**config.mk**
```make
export PLATFORM = sky130hd
export DESIGN_NAME = program_store
export DESIGN_NICKNAME = d
export VERILOG_FILES = /design/src/rtl/program_store.sv
export SDC_FILE = /design/constraint.sdc
export NUM_CORES = 1
export LEC_CHECK = 0
export ABC_AREA = 1
export BUFFER_PORTS_ARGS = -buffer_cell sky130_fd_sc_hd__buf_2
export CORE_MARGIN = 2
export CORE_UTILIZATION = 40
export CTS_CLUSTER_SIZE = 8
export DETAILED_ROUTE_END_ITERATION = 8
export GPL_ROUTABILITY_DRIVEN = 1
export PLACE_DENSITY_LB_ADDON = 0.15
export SETUP_SLACK_MARGIN = 0.1
export SLEW_MARGIN = 20
export SYNTH_ARGS = -nofsm -noshare
export SYNTH_HDL_FRONTEND = slang
export SYNTH_SLANG_ARGS = --single-unit
```
**constraint.sdc**
```tcl
create_clock -name clk_cpu -period 1.4 [get_ports clk_cpu]
set_clock_uncertainty 0.1 [all_clocks]
set_input_delay 0.07 -clock clk_cpu [delete_from_list [all_inputs] [get_ports clk_cpu]]
set_output_delay 0.07 -clock clk_cpu [all_outputs]
set_load 0.1 [all_outputs]
```
**src/rtl/program_store.sv**
```systemverilog
// rtl/program_store.sv - 16x8 program memory with byte-wide loader and CPU hold control.
// Optional checksum byte and ERROR state when PROGRAM_CHECKSUM_EN is defined.
module program_store #(
  parameter logic [7:0] IDLE_INST = 8'h00
) (
  input  logic       clk_cpu,
  input  logic       reset,
  input  logic [3:0] pc,
  output logic [7:0] inst,
  output logic       cpu_hold,
  input  logic       ld_start,
  input  logic       ld_valid,
  input  logic [7:0] ld_data,
  output logic       ld_ready,
  output logic       ld_done,
  output logic       ld_error
);

  localparam logic [1:0] S_HALT = 2'd0;
  localparam logic [1:0] S_LOAD = 2'd1;
  localparam logic [1:0] S_RUN  = 2'd2;
`ifdef PROGRAM_CHECKSUM_EN
  localparam logic [1:0] S_ERROR = 2'd3;
`endif

  logic [1:0] state_q, state_d;
  logic [4:0] cnt_q, cnt_d;
  logic [7:0] mem_q [16];
  logic       accept;
  logic       wr_en;
`ifdef PROGRAM_CHECKSUM_EN
  logic [7:0] sum_q, sum_d;
  logic [7:0] sum_chk;
`endif

  // A restart in LOAD takes priority over a byte offered in the same cycle.
  assign accept = (state_q == S_LOAD) && ld_valid && !ld_start;

`ifdef PROGRAM_CHECKSUM_EN
  assign sum_chk = sum_q + ld_data;
`endif

  always_comb begin
    state_d = state_q;
    cnt_d   = cnt_q;
    wr_en   = 1'b0;
`ifdef PROGRAM_CHECKSUM_EN
    sum_d   = sum_q;
`endif
    if (ld_start) begin
      state_d = S_LOAD;
      cnt_d   = 5'd0;
`ifdef PROGRAM_CHECKSUM_EN
      sum_d   = 8'h00;
`endif
    end else if (accept) begin
      cnt_d = cnt_q + 5'd1;
`ifdef PROGRAM_CHECKSUM_EN
      // The 17th byte is the checksum and never touches mem.
      if (cnt_q == 5'd16) begin
        state_d = (sum_chk == 8'h00) ? S_RUN : S_ERROR;
      end else begin
        wr_en = 1'b1;
        sum_d = sum_chk;
      end
`else
      wr_en = 1'b1;
      if (cnt_q == 5'd15) begin
        state_d = S_RUN;
      end
`endif
    end
  end

  always_ff @(posedge clk_cpu or negedge reset) begin
    if (!reset) begin
      state_q <= S_HALT;
      cnt_q   <= 5'd0;
`ifdef PROGRAM_CHECKSUM_EN
      sum_q   <= 8'h00;
`endif
      for (int i = 0; i < 16; i++) begin
        mem_q[i] <= 8'h00;
      end
    end else begin
      state_q <= state_d;
      cnt_q   <= cnt_d;
`ifdef PROGRAM_CHECKSUM_EN
      sum_q   <= sum_d;
`endif
      if (wr_en) begin
        mem_q[cnt_q[3:0]] <= ld_data;
      end
    end
  end

  assign ld_ready = (state_q == S_LOAD);
  assign ld_done  = (state_q == S_RUN);
  assign cpu_hold = (state_q != S_RUN);
  assign inst     = (state_q == S_RUN) ? mem_q[pc] : IDLE_INST;
`ifdef PROGRAM_CHECKSUM_EN
  assign ld_error = (state_q == S_ERROR);
`else
  assign ld_error = 1'b0;
`endif

endmodule

```
# After elaboration in Yosys (flattened, before gate mapping)
# Cells that the tools add are included.
[word_totals] out_inout_bits=12 mem_count=0 latchBits=0 mem_bits_ro=0 register_bits=135 in_bits=16 ramBits=0
[classes] add_sub_neg=1 div_mod_pow=0 eq_ne=4 bitwise_logic=2 n_mul=0 order_cmp=3 reduce_logical=7 shifts=0 muxes=14
[op_table] operator="bitwise mux 128 bit" count=1
[op_table] operator="binary-select mux 8 bit (select 4 bit)" count=1
[op_table] operator="demux 8 bit (select 4 bit)" count=1
[op_table] operator="two-way mux 8 bit" count=4
[op_table] operator="greater-or-equal comparator 5 bit, second input constant" count=2
[op_table] operator="two-way mux 5 bit" count=2
[op_table] operator="inverter 4 -> 5 bit" count=2
[op_table] operator="two-way mux 2 bit" count=3
[op_table] operator="adder 5 x 1 -> 5 bit, second input constant" count=1
[op_table] operator="== test 5 x 4 -> 1 bit, second input constant" count=1
[op_table] operator="less-than comparator 5 x 1 -> 1 bit, second input constant" count=1
[op_table] operator="nonzero test 2 bit" count=2
[op_table] operator="logical AND 1 bit" count=3
[op_table] operator="== test 2 x 1 -> 1 bit, second input constant" count=1
[op_table] operator="== test 2 bit, second input constant" count=1
[op_table] operator="two-way mux 1 bit" count=2
[op_table] operator="inequality test 2 bit, second input constant" count=1
[op_table] operator="AND reduction 2 bit" count=1
[op_table] operator="logical NOT 1 bit" count=1

# Longest topological paths before layout
# Gate-level depths: netlist of the first run.
[depth] depth_word=6 mapped_depth=9 mapped_depth_nobuf=7

# Worst setup path after synthesis of the first run
# OpenSTA, ideal clock, no wires.
[synth_path] path_type="register -> output" from="register state_q[1]" to="output port inst[0]" setup_slack_ns=-3.704 t_arrival_ns=4.934 n_path_buf=0 stages_incl_launch_ff=5 cell_sequence="dfrtp_1 inv_1 nor2_1 clkinv_1 a21oi_1"
[synth_via] elab_chain_len=2
[synth_lines] item="start: declaration" line="26" source="logic [1:0] state_q, state_d;"
[synth_lines] item="start signal: assignment" line="86" source="state_q <= state_d;"
[synth_lines] item="== test 2 bit"
[synth_lines] item="named net ld_done" line="15" source="output logic ld_done,"
[synth_lines] item="two-way mux 8 bit" line="100" source="assign inst = (state_q == S_RUN) ? mem_q[pc] : IDLE_INST;"
[synth_lines] item="end: declaration" line="9" source="output logic [7:0] inst,"
# The timed path passes the listed nets, and every way through them passes these cells.

# Final worst setup path of the first run
[layout_path] from="register state_q[1]" to="output port inst[7]"
[layout_via] elab_chain_len=2
[layout_lines] item="== test 2 bit" line="100"
[layout_lines] item="two-way mux 8 bit" line="100"
# No other way between the ends.

==> results of run 1 <==
[sequential cells by signal, summed over array words and instances (netlist names)]
signal   flops
cnt_q        5
state_q      2
mem_q      128
[layer usage]
| metal | global-route usage | up-vias | part of all wire |
|---|---|---|---|
| met3 | 0.04789 | 37 | 0.046 |
| met1 | 0.3207 | 2965 | 0.44 |
| met2 | 0.3851 | 143 | 0.48 |
| li1 | - | 2903 | - |
| met5 | 0 | - | 0 |
| met4 | 0.09020 | 0 | 0.029 |
[cells by family (layout without fill, tap and decap cells)]
logic type | Yosys count | count (layout) | share of synthesized area
adder cells (fa/ha/maj) | 5 | 5 | 0.009464
other | 1 | 1 | 0.0005673
AO/OA/AOI/OAI | 144 | 144 | 0.1092
buffers and inverters | 140 | 221 | 0.08972
AND/OR/NAND/NOR | 431 | 439 | 0.2800
flip-flops | 135 | 135 | 0.5111
[cell type report]
class                      instances  area [um2]
clock buffer                      24       491.7
clock inverter                     8       95.09
fill                            1509        7007
inverter                          89       374.1
multi-input combinational        589        3284
sequential                       135        3378
tap                              216       270.3
timing repair buffer              99        1084
timing repair inverter             1       16.27
[where the power goes]
group / internal [mW] / switching (mW)
Sequential: 4.19 / 0.171
Clock: 2.80 / 1.64
Combinational: 0.476 / 0.833
[repair_timing]
action,CTS,global route
setup endpoints to repair,144,146
hold buffers,2,0
endpoints found under the hold margin,137,0
setup buffers,10,7
resized for setup,45,115
pin swaps,16,24
cloned,10,2
[worst register-to-register path: stages (launching register included)]
cell     delay [ns]
dfrtp_1        0.40
buf_6          0.13
nor2_4         0.13
nand2_4        0.07
nor2_4         0.10
buf_12         0.13
nand4_1        0.23
buf_6          0.25
nand2_2        0.06
o21ai_1        0.06
[placed cells by master (no fill, tap or decap), types with 5 or more instances in the layout]
cell and n:
dfrtp_1 135, nand4_4 6, o21ai_1 96, nand3_1 65, a21oi_4 8, buf_12 19, nor2_4 6, nand3_4 7
clkbuf_16 17, inv_1 80, buf_6 26, buf_2 14, buf_4 35, nand3_2 15, nand4_1 9, nand2_4 5
nand2_2 35, o21ai_2 35, nand2_1 289
[final timing paths]
check / start / endpoint / slack, ns / depth (start not counted)
min reg2reg: mem_q[6] / mem_q[6] / 0.39 / 2
max: state_q[1] / inst[7] / -0.46 / 7
max reg2reg: state_q[1] / mem_q[42] / -0.39 / 9
max in group asynchronous: reset / mem_q[13] / 0.63 / 3
min in group asynchronous: reset / mem_q[48] / 0.15 / 3
min: ld_data[7] / mem_q[63] / 0.04 / 4
[per-stage QoR]
stage,TNS (ns),total power [mW],std cells
after floorplan,-92.71,5.090,856
after global placement,-19.76,5.520,1101
after detailed placement,-23.74,5.549,1101
after CTS,-32.70,10.09,1154
after global routing,-50.40,10.52,1161
final,-39.97,10.10,1161
==> results_dict.tcl, run 1 <==
set metrics [dict create \
    yosys_register_bits 135 \
    violations "setup timing" \
    outcome "finished, violations left" \
    first_global_vias 5941 \
    synth_area_leaders "dfrtp_1, nand2_1, o21ai_0" \
    dr_total_vias 6048 \
    clk_path_buf_depth 2 \
    grt_max_degree 97 \
    worst_ep_required_time_ns 1.23 \
    drive_gt1_frac 0.2730 \
    fp.dieH_um 132.6 \
    cellLeakagePower_nw 4.130 \
    grt_pass1_wl_um 32530 \
    numCtsBuffers 17 \
    overflow 0 \
    worstSetupEndpointType "primary output" \
    cp_num_buf_inv 5 \
    place_area_um2 7518 \
    hold_viol_final 0 \
    synth_ff_type "dfrtp_1" \
    antenna_left 0 \
    num_rows 46 \
    start_util 0.4131 \
    ys_async_sr_fraction 1.000 \
    finalCritPeriodShare 1.327 \
    yosysTopAreaCellShare 0.5111 \
    synth_area_per_cell_um2 7.722 \
    critPathArrivalTime_ns 1.69 \
    dp_hpwl_um 11930 \
    hold_ws_ns 0.04211 \
    cp_slowest_stage_delay_ns 0.38 \
    tightest_slew_ns 0.6719 \
    yosys-top-cells-count "nand2_1, dfrtp_1, o21ai_0, inv_1, nand3_1" \
    syn_nets 877 \
    fp.dieW_um 132.6 \
    crit_top_cell "buf_12" \
    worstHoldPathType "input port to flop" \
    cts_tree "done" \
    area_growth_pct 36.06 \
    portBuffers 26 \
    drc_errors 0 \
    fin_ws_ns -0.4578 \
    drv_cap 0 \
    critPathKind "flop to primary output" \
    cpMaxStageDelayCell "dfrtp_1" \
    routabilityCongestion 0.8632 \
    syn_inst 856 \
    p_per_area_nw_per_um2 1124 \
    setup_viol 146 \
    startpoint_type "flop" \
    path_cells "buf_6 -> inv_4 -> nor2_4 -> buf_12 -> clkinv_16 -> a21oi_4 -> buf_12" \
    first_pass_iters 5 \
    period_minus_slack_ns 1.858 \
    drtIter0Drc 492 \
    clk_latency_ns 0.42 \
    avgViaCountPerCell 5.209 \
    antennaDiodeCount 0 \
    synth_cell_types 23 \
    root_buffer "clkbuf_16" \
    ys_seq_area_frac 0.5111 \
    core-area_um2 16000 \
    max_freq_mhz 538.3 \
    yosys.area.top_type "dfrtp_1" \
    htreeDepth 4 \
    wl_per_cell_um 17.56 \
    ios 28 \
    clk_pin_slew_ns 0.05 \
    maxSlewHeadroom 0.5516 \
    ys.warnings.count 0 \
    utilization 0.5621 \
    grt_usage 0.2394 \
    die-area_um2 17570 \
    stdcell_area_um2 8994 \
    worst_ir_drop_vdd_v 0.0008115 \
    antenna_found_initial 0 \
    synth_edf_count 0 \
    rsz0062_at_grt "true" \
    slew_viol_final 0 \
    cts_sinks 135 \
    netlist_area_um2 6610 \
    post-place-ws_ns -0.2453 \
    yosysMostFrequentCell "nand2_1" \
    crit_family "buffers and inverters" \
    nNetsFinal 953 \
    totalWireLength_um 20380 \
    crit_fanout 5 \
]
Note: power is estimated with default switching activity, not from simulation.
==> run 2, diff against run 1 <==
--- a/config.mk
+++ b/config.mk
@@ -7,6 +7,7 @@
 export LEC_CHECK = 0
 export ABC_AREA = 1
 export BUFFER_PORTS_ARGS = -buffer_cell sky130_fd_sc_hd__buf_2
+export CORE_ASPECT_RATIO = 1.5
 export CORE_MARGIN = 2
 export CORE_UTILIZATION = 40
 export CTS_CLUSTER_SIZE = 8
==> constraint.sdc (replaced) <==
create_clock -name clk_cpu -period 2.1 [get_ports clk_cpu]
set_clock_uncertainty 0.1 [all_clocks]
set_input_delay 0.105 -clock clk_cpu [delete_from_list [all_inputs] [get_ports clk_cpu]]
set_output_delay 0.105 -clock clk_cpu [all_outputs]
set_load 0.1 [all_outputs]
==> results_dict.tcl, run 2 (synthesis gave the netlist of run 1 again) <==
set metrics [dict create \
    drive_gt1_frac 0.1141 \
    avgViaCountPerCell 5.110 \
    hold_ws_ns -0.002270 \
    clk_path_buf_depth 2 \
    outcome "finished, violations left" \
    final_cell_mix "nand2_1, dfrtp_1, o21ai_1" \
    drtIter0Drc 443 \
    regMostFlops "mem_q" \
    num_rows 57 \
    grt_max_degree 62 \
    antenna_found_initial 0 \
    p_per_area_nw_per_um2 849.1 \
    top_regs "mem_q: 128 flops, cnt_q: 5 flops, state_q: 2 flops" \
    wl_per_cell_um 17.31 \
    finalCritPeriodShare 0.9083 \
    portBuffers 26 \
    worstSetupEndpointType "primary output" \
    hold_viol_final 1 \
    rr_startpoint "state_q[0]" \
    tightest_slew_ns 0.8337 \
    slew_viol_final 0 \
    routabilityCongestion 0.8915 \
    numCtsBuffers 17 \
    violations "hold timing" \
    first_pass_iters 5 \
    fin_ws_ns 0.1927 \
    clk_latency_ns 0.42 \
    post-place-ws_ns 0.3786 \
    cellLeakagePower_nw 3.689 \
    critPathKind "flop to primary output" \
    grt_usage 0.2367 \
    r2r_cells 9 \
    startpoint_type "flop" \
    max_freq_mhz 524.3 \
    dr_total_vias 5575 \
    critPathArrivalTime_ns 1.70 \
    fp.dieW_um 109.0 \
    regToRegEndpoint "mem_q[46]" \
    die-area_um2 17590 \
    report.power.total_mw 6.648 \
    drv_cap 0 \
    totalWireLength_um 18890 \
    rsz0062_at_grt "false" \
    core-area_um2 16190 \
    final_common_cell "nand2_1" \
    overflow 0 \
    antenna_left 0 \
    cts_tree "done" \
    cts_sinks 135 \
    regArea_um2 3378 \
    first_global_vias 5472 \
    fp.dieH_um 161.4 \
    largest_register_ffs 128 \
    drc_errors 0 \
    whs_path_depth 4 \
    start_util 0.4083 \
    reg2reg_slack_ns 0.38 \
    htreeDepth 4 \
    ios 28 \
    setup_viol 0 \
    area_growth_pct 18.46 \
    post_cts_buffers 0 \
    antennaDiodeCount 0 \
    worst_ir_drop_vdd_v 0.0005359 \
    worstHoldPathType "input port to flop" \
    grt_pass1_wl_um 31020 \
    hold_path_end "cnt_q[1]" \
    min_from "ld_valid" \
    n_fill_cell 1587 \
    maxSlewHeadroom 0.4436 \
    multi_input_area_um2 2746 \
    nNetsFinal 898 \
    period_minus_slack_ns 1.907 \
    dp_hpwl_um 12750 \
    crit_fanout 2 \
    clk_pin_slew_ns 0.06 \
    root_buffer "clkbuf_16" \
    worst_ep_required_time_ns 1.89 \
]
run 2: final cells by class:
cell class              count  share of cell area
clock inverters             3            0.008309
well taps                 206             0.03292
repair buffers             53             0.06568
flip-flops and latches    135              0.4314
inverters                  89             0.04426
clock buffers              24             0.06663
multi-input cells         581              0.3508
run 2: worst max-delay path, stage by stage, from the launching register on:
cell	delay, ns
dfrtp_1	0.34
inv_1	0.04
nand2_1	0.08
nand3_1	0.15
nand3_1	0.13
nand3_1	0.15
a21oi_4	0.20
buf_12	0.19
run 2: per-layer routing:
layer,vias to the layer above,track usage,share of wire,wire [um]
li1,2769,-,-,-
met1,2616,0.3115,0.43,8150
met2,145,0.3679,0.48,9052
met3,45,0.04520,0.045,845
met4,0,0.1224,0.044,839
met5,-,0,0,0
run 2: where the power goes:
group / leakage [nW] / internal, mW / switching (mW) / total [mW]
Combinational: 1.55 / 0.237 / 0.489 / 0.727
Clock: 0.292 / 1.93 / 1.05 / 2.99
Sequential: 1.84 / 2.79 / 0.142 / 2.94
Total: 3.69 / 4.96 / 1.68 / 6.65
run 2: through the flow:
| stage | TNS (ns) | util | std cells | area, um2 | hold WS, ns |
|---|---|---|---|---|---|
| final | 0 | 0.4837 | 1091 | 7830 | -0.002270 |
| after global routing | 0 | 0.4837 | 1091 | 7830 | 0.02014 |
| after CTS | 0 | 0.4837 | 1091 | 7830 | 0.005982 |
| after detailed placement | 0 | 0.4462 | 1062 | 7223 | 0.03752 |
| after global placement | 0 | 0.4462 | 1062 | 7223 | 0.04209 |
| after floorplan | -1.645 | - | 856 | 6798 | -0.2906 |
run 2: worst max path at each step:
stage	slack (ns)	depth (start not counted)	from	to
after floorplan	-0.11	4	state_q[1]	inst[0]
after global placement	0.38	9	state_q[0]	mem_q[47]
after detailed placement	0.38	9	state_q[0]	mem_q[46]
after CTS	0.15	7	mem_q[33]	inst[1]
after global routing	0.11	7	mem_q[98]	inst[2]
final	0.19	7	mem_q[110]	inst[6]
run 2: what timing repair did:
item | in CTS | in global routing
resized for setup | 0 | 0
hold buffers | 2 | 0
hold endpoints to repair | 61 | 0
==> run 3, diff against run 2 <==
--- a/config.mk
+++ b/config.mk
@@ -8,7 +8,7 @@
 export ABC_AREA = 1
 export BUFFER_PORTS_ARGS = -buffer_cell sky130_fd_sc_hd__buf_2
 export CORE_ASPECT_RATIO = 1.5
-export CORE_MARGIN = 2
+export CORE_MARGIN = 10
 export CORE_UTILIZATION = 40
 export CTS_CLUSTER_SIZE = 8
 export DETAILED_ROUTE_END_ITERATION = 8
==> results_dict.tcl, run 3 (synthesis gave the netlist of run 1 again) <==
set metrics [dict create \
    period_minus_slack_ns 1.916 \
    num_rows 57 \
    core-area_um2 16190 \
    path_cells "inv_1 -> nand2_1 -> nand3_1 -> nand3_1 -> nand3_1 -> a21oi_4 -> buf_12" \
    setup_viol 0 \
    drtIter0Drc 348 \
    cts-resized-gates 0 \
    slew_viol_final 0 \
    crit_family "simple AND/OR/NAND/NOR gates" \
    antenna_found_initial 0 \
    clk_latency_ns 0.42 \
    startpoint_type "flop" \
    rsz0062_at_grt "false" \
    routabilityCongestion 0.8259 \
    fp.dieW_um 125.0 \
    die-area_um2 22170 \
    hold_viol_final 0 \
    top_regs "mem_q: 128 flops, cnt_q: 5 flops, state_q: 2 flops" \
    drive_gt1_frac 0.1208 \
    avgViaCountPerCell 5.075 \
    worstHoldPathType "input port to flop" \
    fin_ws_ns 0.1843 \
    htreeDepth 4 \
    final_cell_mix "nand2_1, dfrtp_1, o21ai_1" \
    cellLeakagePower_nw 3.725 \
    totalWireLength_um 18320 \
    antennaDiodeCount 0 \
    dp_hpwl_um 12270 \
    grt_usage 0.1681 \
    max_freq_mhz 522.0 \
    drv_cap 0 \
    root_buffer "clkbuf_16" \
    worst_ep_required_time_ns 1.89 \
    grt_max_degree 61 \
    tightest_slew_ns 0.7551 \
    cts_sinks 135 \
    grtUsageMet1 0.1950 \
    top_usage_layer "met2" \
    grt_pass1_wl_um 29760 \
    utilization 0.4901 \
    wl_per_cell_um 16.66 \
    clk_path_buf_depth 2 \
    cts_tree "done" \
    regMostFlops "mem_q" \
    fp.dieH_um 177.4 \
    finalCritPeriodShare 0.9123 \
    final_common_cell "nand2_1" \
    largest_register_ffs 128 \
    p_per_area_nw_per_um2 854.5 \
    critPathArrivalTime_ns 1.71 \
    grt_use_met3 0.02777 \
    maxSlewHeadroom 0.4960 \
    cpMaxStageDelayCell "dfrtp_1" \
    portBuffers 26 \
    crit_fanout 2 \
    report.power.total_mw 6.780 \
    nNetsFinal 902 \
    drc_errors 0 \
    first_global_vias 5548 \
    worst_ir_drop_vdd_v 0.0004732 \
    area_growth_pct 20.03 \
    start_util 0.4083 \
    cp_slowest_stage_delay_ns 0.36 \
    crit_top_cell "nand3_1" \
    outcome "complete, no violations" \
    numCtsBuffers 17 \
    met2_usage 0.3004 \
    worstSetupEndpointType "primary output" \
    clk_pin_slew_ns 0.06 \
    antenna_left 0 \
    dr_total_vias 5582 \
    cp_num_buf_inv 2 \
    ios 28 \
    critPathKind "flop to primary output" \
    post-place-ws_ns 0.2638 \
    overflow 0 \
    first_pass_iters 6 \
]
[run 3: through the flow]
step                      TNS [ns]  std cells  hold WS [ns]  area, um2
after floorplan             -1.645        856       -0.2906       6798
after global placement           0       1062      -0.04613       7244
after detailed placement         0       1062      -0.04280       7244
after CTS                        0       1096       0.02755       7891
after global routing             0       1100       0.03731       7934
final                            0       1100       0.02760       7934
[run 3: final timing paths]
path                       slack (ns)  cells after the start       start   endpoint
max                              0.18                      7   mem_q[89]    inst[1]
min                              0.03                      4    ld_valid   cnt_q[1]
max reg2reg                      0.36                     10  state_q[0]  mem_q[52]
min reg2reg                      0.39                      2   mem_q[48]  mem_q[48]
max in group asynchronous        1.19                      3       reset  mem_q[24]
min in group asynchronous        0.06                      2       reset  mem_q[36]
[run 3: what timing repair did]
| action | 4_1_cts | 5_1_grt |
|---|---|---|
| endpoints found under the hold margin | 139 | 0 |
| setup buffers | 0 | 4 |
| endpoints found under the setup margin | 0 | 10 |
| hold buffers | 2 | 0 |
[run 3: area by class of cell]
type / count / area, um2
Sequential cell: 135 / 3378
Inverter: 89 / 346.6
Timing Repair Buffer: 57 / 578.1
Fill cell: 1543 / 8255
Clock inverter: 9 / 138.9
Tap cell: 206 / 257.7
Multi-Input combinational cell: 581 / 2746
Clock buffer: 23 / 488.0
[run 3: power by group]
part	switching, mW	total, mW	internal (mW)	leakage (nW)
clock network	1.15	3.15	2.00	0.297
logic	0.478	0.729	0.251	1.59
registers	0.104	2.90	2.79	1.84
total	1.73	6.78	5.05	3.73
[run 3: metal layers]
layer / vias up / wire (um)
met4: 0 / 503
li1: 2769 / -
met2: 120 / 9497
met1: 2661 / 7696
met5: - / 0
met3: 32 / 623
[run 3: worst register-to-register path: cells and delay by family, from the launching register on]
family | cells | cell delay [ns]
buffers and inverters | 4 | 0.54
AOI/OAI and AO/OA | 1 | 0.05
DFF | 1 | 0.42
and+or+nand+nor | 5 | 0.50
